===== src/rtl/complex_operand_fifo.sv =====
// Operand staging FIFO in front of the complex multiply-add stage.
// Each entry holds one (x, y) pair, optionally with y conjugated at push time,
// packed as {x_re, x_im, y_re, y_im}. Full/empty come from the occupancy count.
module complex_operand_fifo #(
    parameter  int DEPTH = 4,
    localparam int CNT_W = $clog2(DEPTH) + 1
) (
    input  logic                  clk_i,
    input  logic                  rst_ni,
    input  logic [63:0]           x_re_i,
    input  logic [63:0]           x_im_i,
    input  logic [63:0]           y_re_i,
    input  logic [63:0]           y_im_i,
    input  logic                  conj_i,
    input  logic                  in_valid_i,
    output logic                  in_ready_o,
    input  logic                  flush_i,
    output logic [3:0][63:0]      operands_o,
    output logic                  out_valid_o,
    input  logic                  out_ready_i,
    output logic [CNT_W-1:0]      level_o,
    output logic                  busy_o
);

    localparam int PTR_W = $clog2(DEPTH);

    logic [3:0][63:0] mem [DEPTH];
    logic [PTR_W-1:0] wr_ptr;
    logic [PTR_W-1:0] rd_ptr;
    logic [CNT_W-1:0] count;
    logic             push;
    logic             pop;

    // Conjugation is a pure sign flip of the imaginary part, so NaN, inf and
    // zero all pass through with only bit 63 toggled.
    function automatic logic [63:0] conj_im(input logic [63:0] im, input logic conj);
        return {im[63] ^ conj, im[62:0]};
    endfunction

    // Flush wins over both handshakes: anything offered in the flush cycle is dropped.
    always_comb begin
        in_ready_o  = (count != CNT_W'(DEPTH));
        out_valid_o = (count != '0);
        push        = in_valid_i && in_ready_o && !flush_i;
        pop         = out_valid_o && out_ready_i && !flush_i;
        operands_o  = mem[rd_ptr];
        level_o     = count;
        busy_o      = (count != '0);
    end

    // Storage is data only and carries no reset; it is read only while count says valid.
    always_ff @(posedge clk_i) begin
        if (push) begin
            mem[wr_ptr] <= {x_re_i, x_im_i, y_re_i, conj_im(y_im_i, conj_i)};
        end
    end

    // Pointers wrap naturally at DEPTH (power of two); count tracks occupancy.
    always_ff @(posedge clk_i or negedge rst_ni) begin
        if (!rst_ni) begin
            wr_ptr <= '0;
            rd_ptr <= '0;
            count  <= '0;
        end else if (flush_i) begin
            wr_ptr <= '0;
            rd_ptr <= '0;
            count  <= '0;
        end else begin
            if (push) wr_ptr <= wr_ptr + PTR_W'(1);
            if (pop)  rd_ptr <= rd_ptr + PTR_W'(1);
            if (push && !pop)      count <= count + CNT_W'(1);
            else if (pop && !push) count <= count - CNT_W'(1);
        end
    end

endmodule


===== config.mk =====
export PLATFORM = sky130hd
export DESIGN_NAME = complex_operand_fifo
export DESIGN_NICKNAME = d
export VERILOG_FILES = /design/src/rtl/complex_operand_fifo.sv
export SDC_FILE = /design/constraint.sdc
export NUM_CORES = 1
export LEC_CHECK = 0
export ABC_AREA = 1
export CAP_MARGIN = 20
export CORE_ASPECT_RATIO = 0.6
export CORE_MARGIN = 5
export CORE_UTILIZATION = 45
export CTS_CLUSTER_DIAMETER = 40
export CTS_CLUSTER_SIZE = 16
export DETAILED_ROUTE_END_ITERATION = 7
export HOLD_SLACK_MARGIN = 0.12
export MAX_ROUTING_LAYER = met4
export PLACE_DENSITY = 0.75
export SYNTH_ARGS = -nofsm -noshare
export SYNTH_HDL_FRONTEND = slang
export SYNTH_SLANG_ARGS = --single-unit

===== constraint.sdc =====
create_clock -name clk_i -period 12.9 [get_ports clk_i]
set_input_delay 2.58 -clock clk_i [delete_from_list [all_inputs] [get_ports clk_i]]
set_output_delay 2.58 -clock clk_i [all_outputs]
set_load 0.1 [all_outputs]

# Word-level counts from Yosys, hierarchy flattened
# Memory sizes are Yosys's and may differ from the RTL's.
# Cells that the tools add are included.
[op_classes] n_addsub=4 mul=0 n_div=0 order_cmp=0 eq_ne=1 shifts=0 muxes=9 bitwise_logic=1 n_reduce_logical=13
[ops] cell="$mux W3" n=3
[ops] cell="$mux W2" n=4
[ops] cell="$logic_and A1 B1 Y1" n=6
[ops] cell="$reduce_bool A3 Y1" n=2
[ops] cell="$add A2 B1 Y2 const B" n=2
[ops] cell="$reduce_bool A2 Y1" n=2
[ops] cell="$add A3 B1 Y3 const B" n=1
[ops] cell="$logic_not A1 Y1" n=3
[ops] cell="$ne A3 B3 Y1 const B" n=1
[ops] cell="$sub A3 B1 Y3 const B" n=1
[ops] cell="$mux W1" n=2
[ops] cell="$xor A1 B1 Y1" n=1
[totals] reg_bits=7 latch_bits=0 ram_bits=1024 romBits=0 in_bits=262 out_inout_bits=262 elab_cells=32 n_memories=1
[mem_list] name="mem" depth=4 width=256 read_ports=1 rd_ports_with_merged_regs=0 write_ports=1 line="27" text="logic [3:0][63:0] mem [DEPTH];"

# Logic depth before layout (Yosys ltp)
# Gate-level depths: netlist of the first run.
[depth] ltp_word=8 depth_mapped=11 mapped_depth_nobuf=11

# Least setup slack after synthesis of the first run
# OpenSTA, ideal clock, no wires.
[synth_timing] kind="in2reg" startpoint="in in_valid_i" endpoint="mem mem[0][0] (netlist name) (enable)" setup_time_ns=0.877 arrival_ns=13.611 required_time_ns=12.023 slack_ns=-1.588 path_stages=4 n_path_buf=0 path_cell_list="nand2_1 nor2_1 inv_1 nor2_1"
[synth_between] elab_chain_cells=4
[synth_lines] item="start, declared" line="15" text="input logic in_valid_i,"
[synth_lines] item="$logic_and A1 B1 Y1 (2 in a row)" line="44" text="push = in_valid_i && in_ready_o && !flush_i;"
[synth_lines] item="$mux W1" line="53" text="if (push) begin"
[synth_lines] item="$mux W1 (implied by the code)" line="54" text="mem[wr_ptr] <= {x_re_i, x_im_i, y_re_i, conj_im(y_im_i, conj_i)};"
[synth_lines] item="end, declared" line="27"
# Every way passes these cells.

==> flow_metrics.tcl, run 1 <==
set metrics [dict create \
    status "completed" \
    numPortBuffers 523 \
    tritoncts "done" \
    numCtsBuffers 95 \
    clock-skew-final_ns 0.0305 \
    criticalPathCategory "reg2out" \
    yosysWarningCount 0 \
    synth_cell_type_count 23 \
    area.sequential_sq_um 30900 \
    layout_worst_path_cycle_share 0.619 \
    vias 22972 \
    dominant_register_cell_in_the_synthesized_netlist "sky130_fd_sc_hd__edfxtp_1" \
    fmax_mhz 125 \
    grt_max_degree 256 \
    cp_slowest_stage_delay_ns 1.19 \
    timing.critical_path.max_delay_family "buffers and inverters" \
    total_power_mw 11.9 \
    layout_min_cycle_time_ns 7.98 \
    area_growth_pct 24.0 \
    cts_hold_repair.buffers 0 \
    placed_wire_length_estimate_after_detailed_placement_um 52600 \
    most_area_consuming_cells_after_synthesis "sky130_fd_sc_hd__edfxtp_1 79%, sky130_fd_sc_hd__o21ai_0 6.6%, sky130_fd_sc_hd__nor2_1 5.0%" \
    post-route-cell-area_sq_um 48100 \
    synth-seq-cells 1031 \
    vdd_ir_drop_max_mv 0.206 \
    synthDominantCellAreaShare 0.792 \
    htree_levels 3 \
    antenna_viol_nets_final 0 \
    firstDrtPassIters 5 \
    power_per_cell_area_nw_per_um2 246 \
    worst_path_most_repeated_cell "sky130_fd_sc_hd__buf_4" \
    worst_pin_slew_ns 1.22 \
    clk_tree_root_cell "sky130_fd_sc_hd__clkbuf_16" \
    slew-limit-headroom 0.184 \
    rows 83 \
    cts_repair_resize_count 0 \
    total_leakage_power_nw 15.6 \
    regToRegSetupSlack_ns 8.70 \
    hold_class "reg2reg" \
    worst_hold_slack_ns 0.640 \
    number_of_nets_in_the_synthesized_netlist 2809 \
    cts_setup_buffers 0 \
    finalWeightedCongestion 0.782 \
    place_inst 4072 \
    timing.final.max_slew_violations 0 \
    crit_path_max_fanout 101 \
    layoutNonFillerInstCount 4255 \
    synthesis.area_per_instance_sq_um 15.3 \
    hold_viol 0 \
    drtIter0Drc 1924 \
    number_of_buffers_and_inverters_on_the_critical_path 4 \
    clock_transition_at_the_register_clock_pins_on_the_worst_setup_and_hold_paths_after_cts_ns 0.07 \
    cp-end-kind "primary output" \
    clock_path_buffers 3 \
    die_area_sq_um 92400 \
    cp_data_required_time_ns 10.32 \
    first_global_vias 21897 \
    postSynth.asyncResetShare 0.00679 \
    cts_sinks 1031 \
    yosysTopAreaCell "sky130_fd_sc_hd__edfxtp_1" \
    io_pins 524 \
    die_h_um 237 \
    arrival_ns 5.40 \
    finalSetupViolCount 0 \
    ys_top_cells_by_count "1,024 x sky130_fd_sc_hd__edfxtp_1, 517 x sky130_fd_sc_hd__nor2_1, 509 x sky130_fd_sc_hd__o21ai_0" \
    initial_antenna_violation_count 10 \
    drt-wirelength-per-cell_um 21.4 \
    number_of_instances_in_the_synthesized_netlist 2542 \
    nNetsFinal 3289 \
    synth_seq_area_share 0.797 \
    clock_insertion_delay_worst_skew_ns 0.68 \
    critical_path_cell_sequence "buf_4, buf_4, buf_4, o21ai_0, o22ai_1, clkdlybuf4s50_1" \
    area_of_the_mapped_netlist_sq_um 38800 \
    drt_wl_total_um 91000 \
    placement.cell_area_sq_um 44900 \
    rsz0062_at_grt "false" \
    cap_viol_max_count 0 \
    die_w_um 389 \
    final_core_utilization 0.562 \
    crit_path_start_kind "register" \
    fraction_of_final_layout_cells_with_drive_strength_greater_than_1 0.0918 \
    yosys.cell_count.top_type "sky130_fd_sc_hd__edfxtp_1" \
    multi_input_comb_area_sq_um 6930 \
    drc 0 \
    synth_enable_flop_cells 1024 \
    grt_remaining_overflow 0 \
    grt_pass1_wl_um 136000 \
    overall_global_routing_resource_usage 0.195 \
    core_sq_um 85600 \
    effective_utilization_at_floorplan 0.453 \
    fillerInstances 6613 \
    cp_slowest_cell "sky130_fd_sc_hd__clkdlybuf4s50_1" \
    routed_via_density 5.40 \
]
sequential cells by signal, summed over array words and instances (netlist names):
name / cells
mem: 1024
level_o: 3
rd_ptr: 2
wr_ptr: 2
routing by layer:
layer  vias to the layer above  track usage  wire, um
li1                      10614            -         -
met1                     11484        0.268     38700
met2                       746        0.295     43400
met3                       128       0.0504      7220
met4                         0       0.0458      1690
met5                         -            -         0
power breakdown:
group / switching (mW) / total [mW] / internal (mW) / leakage, nW
sequential: 0.0603 / 3.96 / 3.90 / 9.38
clock: 1.31 / 2.85 / 1.54 / 1.52
combinational: 4.02 / 5.05 / 1.03 / 4.69
cells by family after synthesis:
family / Yosys count / share of synthesized area
flip-flops: 1031 / 0.797
AO/OA/AOI/OAI: 776 / 0.123
AND/OR/NAND/NOR: 541 / 0.0528
buffers and inverters: 187 / 0.0252
adder cells (fa/ha/maj): 5 / 0.00181
XOR/XNOR: 2 / 0.000452
path summary, 6_finish.rpt:
check | start | endpoint | cells after the start
setup / recovery | rd_ptr[0] | operands_o[63] | 6
hold / removal | wr_ptr[1] | wr_ptr[1] | 2
setup reg to reg | level_o[2] | mem[2][190] | 7
hold reg to reg | wr_ptr[1] | wr_ptr[1] | 2
max in group asynchronous | rst_ni | rd_ptr[1] | 1
min in group asynchronous | rst_ni | level_o[0] | 1
area by class of cell:
| type | instances | area share |
|---|---|---|
| diodes | 13 | 0.000676 |
| clock buffers | 109 | 0.0509 |
| clock inverters | 61 | 0.0162 |
| inverters | 17 | 0.00182 |
| multi-input cells | 1324 | 0.144 |
| flip-flops and latches | 1031 | 0.643 |
| well taps | 1147 | 0.0298 |
| repair buffers | 553 | 0.114 |
cells in the final DEF, fill, tap and decap left out, types with 7 or more instances in the layout:
cell / count
sky130_fd_sc_hd__buf_4: 29
sky130_fd_sc_hd__o21ai_0: 509
sky130_fd_sc_hd__edfxtp_1: 1024
sky130_fd_sc_hd__o22ai_1: 166
sky130_fd_sc_hd__nor2_1: 513
sky130_fd_sc_hd__clkinv_4: 7
sky130_fd_sc_hd__clkbuf_16: 95
sky130_fd_sc_hd__nand2_1: 18
sky130_fd_sc_hd__clkinvlp_4: 12
sky130_fd_sc_hd__o22ai_2: 90
sky130_fd_sc_hd__diode_2: 13
sky130_fd_sc_hd__inv_6: 12
sky130_fd_sc_hd__clkdlybuf4s50_1: 523
sky130_fd_sc_hd__inv_1: 15
sky130_fd_sc_hd__clkbuf_1: 12
per-stage QoR:
stage                     worst slack (ns)  setup TNS (ns)
after floorplan                      -1.59        -1626.32
after global placement                5.86               0
after detailed placement              5.62               0
after CTS                             4.86               0
after global routing                  4.60               0
final                                 4.92               0
tightest hold or removal path, cell delays in order (launching register included):
cell	delay, ns
sky130_fd_sc_hd__dfrtp_1	0.40
sky130_fd_sc_hd__inv_1	0.11
sky130_fd_sc_hd__o21ai_0	0.09
(Power assumes the default switching activity.)
==> run 2, diff against run 1 <==
Settings changed: PLACE_DENSITY 0.75 to 0.72.
Clock period 12.9 ns to 7.8 ns, I/O delays scaled along.
==> flow_metrics.tcl, run 2 (synthesized netlist as in run 1, its figures left out) <==
set metrics [dict create \
    layout_min_cycle_time_ns 5.93 \
    drt_wl_total_um 90900 \
    nNetsFinal 3294 \
    largest_register_ffs 1024 \
    total_leakage_power_nw 15.8 \
    first_global_vias 22007 \
    slew-limit-headroom 0.184 \
    regToRegSetupSlack_ns 4.62 \
    numCtsBuffers 100 \
    initial_antenna_violation_count 11 \
    critical_path_cell_sequence "buf_4, buf_4, o21ai_0, o22ai_1, clkdlybuf4s50_1" \
    clk_tree_root_cell "sky130_fd_sc_hd__clkbuf_16" \
    drt-wirelength-per-cell_um 21.3 \
    htree_levels 3 \
    status "completed" \
    effective_utilization_at_floorplan 0.453 \
    clock_transition_at_the_register_clock_pins_on_the_worst_setup_and_hold_paths_after_cts_ns 0.06 \
    power_per_cell_area_nw_per_um2 412 \
    rows 83 \
    crit_path_start_kind "register" \
    rsz0062_at_grt "false" \
    timing.final.max_slew_violations 0 \
    clock_insertion_delay_worst_skew_ns 0.68 \
    cap_viol_max_count 0 \
    criticalPathCategory "reg2out" \
    cts_repair_resize_count 0 \
    final_cell_mix "1,024 x sky130_fd_sc_hd__edfxtp_1, 523 x sky130_fd_sc_hd__clkdlybuf4s50_1, 513 x sky130_fd_sc_hd__nor2_1" \
    grt_remaining_overflow 0 \
    hold_class "reg2reg" \
    placed_wire_length_estimate_after_detailed_placement_um 51800 \
    crit_path_max_fanout 92 \
    clock-skew-final_ns 0.0267 \
    cts_sinks 1031 \
    worstReg2RegEnd "mem[0][224]" \
    drc 0 \
    core_sq_um 85600 \
    cts_setup_buffers 0 \
    clock_path_buffers 3 \
    layoutNonFillerInstCount 4266 \
    antenna_viol_nets_final 0 \
    cp_slowest_cell "sky130_fd_sc_hd__clkdlybuf4s50_1" \
    io_pins 524 \
    routed_via_density 5.40 \
    end_point_of_the_worst_hold_path "level_o[0]" \
    timing.critical_path.max_delay_family "buffers and inverters" \
    layout_worst_path_cycle_share 0.760 \
    placement.cell_area_sq_um 44900 \
    area_growth_pct 25.0 \
    timing.setup.tns_ns 0 \
    hold_path_startpoint "level_o[0]" \
    cp-end-kind "primary output" \
    layout_setup_ws_ns 1.87 \
    place_inst 4071 \
    fillerInstances 6597 \
    drtIter0Drc 1793 \
    hold_viol 0 \
    worst_path_most_repeated_cell "sky130_fd_sc_hd__buf_4" \
    die_h_um 237 \
    die_area_sq_um 92400 \
    vdd_ir_drop_max_mv 0.366 \
    fmax_mhz 169 \
    post-route-cell-area_sq_um 48500 \
    finalWeightedCongestion 0.739 \
    timing.rr.start "level_o[1]" \
    worst_pin_slew_ns 1.22 \
    fraction_of_final_layout_cells_with_drive_strength_greater_than_1 0.0963 \
    post-place-ws_ns 2.48 \
    holdPathStages 2 \
    cp_slowest_stage_delay_ns 1.19 \
    final_common_cell "sky130_fd_sc_hd__edfxtp_1" \
    number_of_buffers_and_inverters_on_the_critical_path 3 \
    vias 23054 \
    cts_hold_repair.buffers 0 \
    grt_max_degree 279 \
    firstDrtPassIters 5 \
    numPortBuffers 523 \
    arrival_ns 4.37 \
    die_w_um 389 \
    cp_data_required_time_ns 6.24 \
    worstRegToRegCells 8 \
    tritoncts "done" \
    overall_global_routing_resource_usage 0.195 \
    total_power_mw 20.0 \
    finalSetupViolCount 0 \
    grt_pass1_wl_um 136000 \
    max_flop_register "mem" \
]
## run 2: worst min-delay path, stage by stage (launching register included)
cell and delay [ns]:
sky130_fd_sc_hd__dfrtp_1 0.43, sky130_fd_sc_hd__nand3_1 0.11, sky130_fd_sc_hd__nand2_1 0.05
## run 2: layer usage
metal / global-route usage / wire [um] / vias to the layer above / share of wire
met5: - / 0 / - / 0
met4: 0.0488 / 1900 / 0 / 0.021
met2: 0.294 / 43100 / 761 / 0.47
met1: 0.273 / 39800 / 11523 / 0.44
li1: - / - / 10639 / -
met3: 0.0438 / 6160 / 131 / 0.068
## run 2: power by group
group          internal (mW)  leakage (nW)  switching, mW
logic                   1.72          4.72           6.68
clock network           2.90          1.67           2.15
registers               6.45          9.38         0.0817
total                   11.1          15.8           8.91
## run 2: how the worst max path moves through the flow
| stage | from | to | slack, ns | cells past startpoint |
|---|---|---|---|---|
| 2_1_floorplan | level_o[1] | mem[0][0] | -1.69 | 6 |
| 6_report | rd_ptr[0] | operands_o[43] | 1.87 | 5 |
| 4_1_cts | rd_ptr[0] | operands_o[208] | 1.75 | 5 |
| 5_1_grt | rd_ptr[0] | operands_o[43] | 1.65 | 5 |
| 3_5_place_dp | rd_ptr[0] | operands_o[208] | 2.48 | 5 |
| 3_3_place_gp | rd_ptr[0] | operands_o[208] | 2.51 | 5 |
## run 2: through the flow
| step | utilization | hold slack [ns] |
|---|---|---|
| 5_1_grt | 0.567 | 0.658 |
| 4_1_cts | 0.566 | 0.629 |
| 3_5_place_dp | 0.525 | 0.612 |
| 3_3_place_gp | 0.525 | 0.583 |
| 2_1_floorplan | - | 0.579 |
| 6_report | 0.567 | 0.627 |
## run 2: area by class of cell
class	instances	area (sq um)	share of cell area
Sequential cell	1031	30900	0.638
Antenna cell	15	37.5	0.000774
Multi-Input combinational cell	1324	6930	0.143
Inverter	17	87.6	0.00181
Clock inverter	72	956	0.0197
Tap cell	1147	1440	0.0296
Clock buffer	107	2550	0.0526
Timing Repair Buffer	553	5570	0.115
